===== src/rtl/esposito_seq_multiplier.sv =====
// esposito_seq_multiplier
//
// Multi-cycle unsigned approximate multiplier. Two partial-product rows are
// folded into a carry-save accumulator (s_acc, c_acc) per cycle. Columns below
// APPROX_COLS use the Esposito approximate 4:2 compressor; the remaining
// columns use exact carry-save addition. One exact add then forms the product.
//
// Optional feature macro: ESP_RUNTIME_MODE_EN
//   Adds the approx_mode input, latched at operand acceptance. A latched 0
//   makes that operation fully exact; a latched 1 uses APPROX_COLS.
//
// Ports:
//   clk          clock, rising edge
//   rst          synchronous active-high reset
//   in_valid     operand pair valid
//   in_ready     block can accept operands (IDLE only)
//   in_a, in_b   unsigned multiplicand / multiplier, WIDTH bits
//   out_valid    product valid
//   out_ready    consumer accepts the product
//   out_p        product, 2*WIDTH bits
//   busy         high in any state other than IDLE
//   approx_mode  (ESP_RUNTIME_MODE_EN only) per-operation approximation enable

module esposito_seq_multiplier #(
    parameter int unsigned WIDTH       = 8,
    parameter int unsigned APPROX_COLS = 4
) (
    input  logic                 clk,
    input  logic                 rst,
    input  logic                 in_valid,
    output logic                 in_ready,
    input  logic [WIDTH-1:0]     in_a,
    input  logic [WIDTH-1:0]     in_b,
    output logic                 out_valid,
    input  logic                 out_ready,
    output logic [2*WIDTH-1:0]   out_p,
    output logic                 busy
`ifdef ESP_RUNTIME_MODE_EN
    ,
    input  logic                 approx_mode
`endif
);

    localparam int unsigned PW    = 2 * WIDTH;
    localparam int unsigned STEPS = WIDTH / 2;
    localparam int unsigned KW    = $clog2(STEPS + 1);

    localparam logic [1:0] StIdle   = 2'd0;
    localparam logic [1:0] StReduce = 2'd1;
    localparam logic [1:0] StAdd    = 2'd2;
    localparam logic [1:0] StDone   = 2'd3;

    // One bit per product column: set where the approximate compressor applies.
    function automatic logic [PW-1:0] build_mask();
        logic [PW-1:0] m;
        m = '0;
        for (int unsigned j = 0; j < PW; j++) begin
            m[j] = (j < APPROX_COLS);
        end
        return m;
    endfunction

    localparam logic [PW-1:0] ApproxMask = build_mask();

    logic [1:0]       state;
    logic [PW-1:0]    mcand;   // multiplicand, pre-shifted to the current row pair
    logic [WIDTH-1:0] mplier;  // multiplier, shifted so bits [1:0] select the rows
    logic [PW-1:0]    s_acc;
    logic [PW-1:0]    c_acc;
    logic [KW-1:0]    k;

    logic [PW-1:0]    mask;

`ifdef ESP_RUNTIME_MODE_EN
    logic             mode_q;
    assign mask = mode_q ? ApproxMask : '0;
`else
    assign mask = ApproxMask;
`endif

    // Partial-product rows for this step.
    logic [PW-1:0] pp_e;
    logic [PW-1:0] pp_o;
    logic [PW-1:0] lo_s, lo_c;
    logic [PW-1:0] x1, x2, x3, x4;
    logic [PW-1:0] sum1, cy1, sum2, cy2;
    logic [PW-1:0] s_next, c_next;

    always_comb begin
        pp_e = mplier[0] ? mcand : '0;
        pp_o = mplier[1] ? (mcand << 1) : '0;

        // Approximate region: both outputs keep the column weight, no carry out.
        lo_s = ((s_acc & c_acc) | pp_e | pp_o) & mask;
        lo_c = ((pp_e & pp_o) | s_acc | c_acc) & mask;

        // Exact region: two cascaded 3:2 layers. Inputs are zero below the
        // boundary, so no carries ever land in the approximate columns.
        x1   = s_acc & ~mask;
        x2   = c_acc & ~mask;
        x3   = pp_e  & ~mask;
        x4   = pp_o  & ~mask;
        sum1 = x1 ^ x2 ^ x3;
        cy1  = ((x1 & x2) | (x1 & x3) | (x2 & x3)) << 1;
        sum2 = sum1 ^ cy1 ^ x4;
        cy2  = ((sum1 & cy1) | (sum1 & x4) | (cy1 & x4)) << 1;

        s_next = lo_s | sum2;
        c_next = lo_c | cy2;
    end

    always_ff @(posedge clk) begin
        if (rst) begin
            state     <= StIdle;
            mcand     <= '0;
            mplier    <= '0;
            s_acc     <= '0;
            c_acc     <= '0;
            k         <= '0;
            out_p     <= '0;
            out_valid <= 1'b0;
`ifdef ESP_RUNTIME_MODE_EN
            mode_q    <= 1'b0;
`endif
        end else begin
            case (state)
                StIdle: begin
                    if (in_valid) begin
                        mcand  <= {{WIDTH{1'b0}}, in_a};
                        mplier <= in_b;
                        s_acc  <= '0;
                        c_acc  <= '0;
                        k      <= '0;
`ifdef ESP_RUNTIME_MODE_EN
                        mode_q <= approx_mode;
`endif
                        state  <= StReduce;
                    end
                end
                StReduce: begin
                    s_acc  <= s_next;
                    c_acc  <= c_next;
                    mcand  <= mcand << 2;
                    mplier <= mplier >> 2;
                    k      <= k + KW'(1);
                    if (k == KW'(STEPS - 1)) begin
                        state <= StAdd;
                    end
                end
                StAdd: begin
                    out_p     <= s_acc + c_acc;
                    out_valid <= 1'b1;
                    state     <= StDone;
                end
                StDone: begin
                    if (out_ready) begin
                        out_valid <= 1'b0;
                        state     <= StIdle;
                    end
                end
                default: state <= StIdle;
            endcase
        end
    end

    assign in_ready = (state == StIdle);
    assign busy     = (state != StIdle);

endmodule

===== config.mk =====
export PLATFORM = sky130hd
export DESIGN_NAME = esposito_seq_multiplier
export DESIGN_NICKNAME = d
export VERILOG_FILES = /design/src/rtl/esposito_seq_multiplier.sv
export SDC_FILE = /design/constraint.sdc
export NUM_CORES = 1
export LEC_CHECK = 0
export BUFFER_PORTS_ARGS = -buffer_cell sky130_fd_sc_hd__buf_2
export CAP_MARGIN = 20
export CELL_PAD_IN_SITES_DETAIL_PLACEMENT = 1
export CELL_PAD_IN_SITES_GLOBAL_PLACEMENT = 2
export CORE_MARGIN = 10
export CORE_UTILIZATION = 39
export CTS_CLUSTER_DIAMETER = 40
export DETAILED_ROUTE_END_ITERATION = 10
export PLACE_DENSITY_LB_ADDON = 0.1
export SYNTH_ARGS = -nofsm -noshare
export SYNTH_HDL_FRONTEND = slang
export SYNTH_SLANG_ARGS = --single-unit
export TNS_END_PERCENT = 30

===== constraint.sdc =====
create_clock -name clk -period 5 [get_ports clk]
set_clock_uncertainty 0.15 [all_clocks]
set_input_delay 0 -clock clk [delete_from_list [all_inputs] [get_ports clk]]
set_output_delay 0 -clock clk [all_outputs]
set_load 0.01 [all_outputs]

==> results.sh <==
export IMPL_run_status="completed"
export IMPL_fmax_ghz=0.3890
export IMPL_slew_violations=0
export IMPL_cts_tree="yes"
export IMPL_htreeDepth=3
export IMPL_use_met3=0.02831
export IMPL_synthFlopType="dfxtp_1"
export IMPL_grt_most_used_layer="met2"
export IMPL_hold_slack_ns=0.04143
export IMPL_multi_input_area_um2=2541
export IMPL_avgRoutedWirePerCell_um=16.30
export IMPL_hp_class="in -> reg"
export IMPL_final_antenna_net_count=0
export IMPL_synthCells=506
export IMPL_clockBufferDepth=2
export IMPL_power_density_nw_per_um2=385.0
export IMPL_comb_power_share=0.319
export IMPL_leakage_uw=0.001888
export IMPL_p_int_uw=1151
export IMPL_cp_end_kind="register"
export IMPL_mostFrequentLayoutCell="nor2_1"
export IMPL_drt_vias_per_instance=5.208
export IMPL_maxSlewHeadroom=0.4395
export IMPL_clock_sinks=77
export IMPL_syn_avg_cell_area_um2=8.548
export IMPL_syn_num_nets=570
export IMPL_path_cells="ha_1, a211oi_1, o41ai_2, nor3_1, a2111oi_2, a221o_1"
export IMPL_path_clk_slew_ns=0.08
export IMPL_num_rows=38
export IMPL_r2r_cells=6
export IMPL_seq_power_share=0.430
export IMPL_final_cell_mix="nor2_1 (96), dfxtp_1 (77), a21oi_1 (43)"
export IMPL_cts_root_buf="clkbuf_8"
export IMPL_cp_arrival_ns=2.68
export IMPL_drt_initial_drc_count=136
export IMPL_postLayoutSetupSlackWorst_ns=2.429
export IMPL_finalHoldViolations=0
export IMPL_io_buffers=38
export IMPL_dieArea_um2=15700
export IMPL_layout_drive_gt1_share=0.1268
export IMPL_clkPwrFrac=0.251
export IMPL_maxCapViolCount=0
export IMPL_track_usage=0.1468
export IMPL_ir_worst_vdd_mv=0.2973
export IMPL_crit_slowest_cell="nor3_1"
export IMPL_rsz0062_at_grt="no"
export IMPL_drt_wl_total_um=11280
export IMPL_ys_seq_area_frac=0.3564
export IMPL_antenna_found_initial=0
export IMPL_hpwlAfterDp_um=8056
export IMPL_whs_path_depth=3
export IMPL_crit_family="compound AO/OA/AOI/OAI gates"
export IMPL_grt_pass1_vias=3868
export IMPL_grt_max_degree=79
export IMPL_regArea_um2=1541
export IMPL_start_kind="register"
export IMPL_start_util=0.3990
export IMPL_syn_to_final_growth_pct=14.87
export IMPL_synth_seq_cells=77
export IMPL_synth_edff_count=0
export IMPL_grt_use_met2=0.2351
export IMPL_required_ns=5.11
export IMPL_core_area_um2=10840
export IMPL_antenna_cells=0
export IMPL_yosys_warnings=0
export IMPL_n_fill_cell=1285
export IMPL_slowest_delay_ns=0.53
export IMPL_tns_ns=0
export IMPL_pre_cts_slack_ns=2.423
export IMPL_clk_latency_ns=0.37
export IMPL_period_share=0.5141
export IMPL_path_buf_inv=0
export IMPL_path_depth=6
export IMPL_final_util=0.4583
export IMPL_worst_pin_slew_ns=0.8407
export IMPL_place_area_um2=4598
export IMPL_post_cts_buffers=0
export IMPL_async_flop_share=0
export IMPL_drc=0
export IMPL_setup_viol=0
export IMPL_firstDrtPassIters=4
export IMPL_worstPathMaxFanout=4
export IMPL_num_vias=3604
export IMPL_nets=611
export IMPL_cts_made_buffers=9
export IMPL_crit_type="reg -> reg"
export IMPL_switchingPower_uw=762.4
export IMPL_grt_pass1_wl_um=19300
export IMPL_use_met1=0.1889
export IMPL_ys_types=54
export IMPL_grt_ovfl_total=0
export IMPL_gp_congestion=0.7641
export IMPL_io_pins=39
export IMPL_swShare=0.3986
export IMPL_min_period_ns=2.571
export IMPL_die_x_um=125.3
export IMPL_design_area_um2=4969
export IMPL_dieHeight_um=125.3
export IMPL_syn_area_um2=4325
## power by group through the flow
stage | combinational, µW | sequential (µW) | clock [µW]
after detailed placement | 609 | 837 | 0
final | 610 | 823 | 481
after floorplan | 467 | 772 | 0
after global routing | 691 | 842 | 521
after global placement | 585 | 830 | 0
after CTS | 620 | 823 | 501
## tightest hold or removal path: stages
cell and delay [ns]:
buf_2 0.11, and3_1 0.32, nor3_1 0.08
## metrics by stage
stage	std cells	total power, µW
floorplan	506	1239
global route	692	2054
detailed placement	658	1446
finish	692	1913
global placement	658	1416
CTS	691	1945
## cells by family (layout without fill, tap and decap cells)
kind of cell,Yosys count,count (layout),share of synthesized area
xor+xnor,14,14,0.02835
fa+ha+maj,44,44,0.1620
mux,5,5,0.01157
simple gates,178,178,0.1817
flops,77,77,0.3564
buf+inv,62,108,0.05872
compound gates,126,126,0.2013
## layer usage
metal | routed length, µm | vias to the layer above
met5 | 0 | -
met4 | 186 | 0
met3 | 325 | 12
met2 | 5164 | 46
met1 | 5602 | 1729
li1 | - | 1817
## sequential cells by signal (all words and copies together), names as in the netlist
register	flops
out_valid	1
state	2
mcand	16
s_acc	16
c_acc	15
k	3
mplier	8
out_p	16
## cell type report
| class | count | share of cell area |
|---|---|---|
| timing repair buffer | 60 | 0.08008 |
| multi-input combinational | 367 | 0.5115 |
| inverter | 32 | 0.02418 |
| clock buffer | 11 | 0.02644 |
| clock inverter | 5 | 0.01234 |
| sequential | 77 | 0.3102 |
| tap | 140 | 0.03526 |
## cell usage after synthesis (all sizes together) (5+ instances only)
cell type   n  area (µm²)
a21o        7       53.80
nand2      30       112.6
dfxtp      77        1541
fa         20       400.4
mux2i       5       50.05
a211oi      6       45.04
a21oi      43       215.2
xnor2       6       52.55
inv        32       120.1
buf         8       51.30
nor2       96       360.4
nand2b      9       56.30
o22ai      17       106.4
xor2        8       70.07
a22oi      16       120.1
clkbuf     22       82.58
and2        8       56.31
o21ai       7       38.78
nor3       18       90.09
ha         24       300.3
nand3       5       25.02
## what timing repair did
item | in CTS | in global routing
hold endpoints to repair | 19 | 0
hold buffers | 17 | 0
resized for setup | 0 | 0
## final timing paths
path | start | end | slack [ns]
worst max-delay path | s_acc[1]$_SDFFE_PP0P_ | out_p[15]$_SDFFE_PP0P_ | 2.43
worst min register to register | out_p[13]$_SDFFE_PP0P_ | out_p[13]$_SDFFE_PP0P_ | 0.32
worst max register to register | s_acc[1]$_SDFFE_PP0P_ | out_p[15]$_SDFFE_PP0P_ | 2.43
worst min-delay path | in_valid | c_acc[3]$_SDFFE_PP0P_ | 0.04
Power figures use the tool's default switching activity.
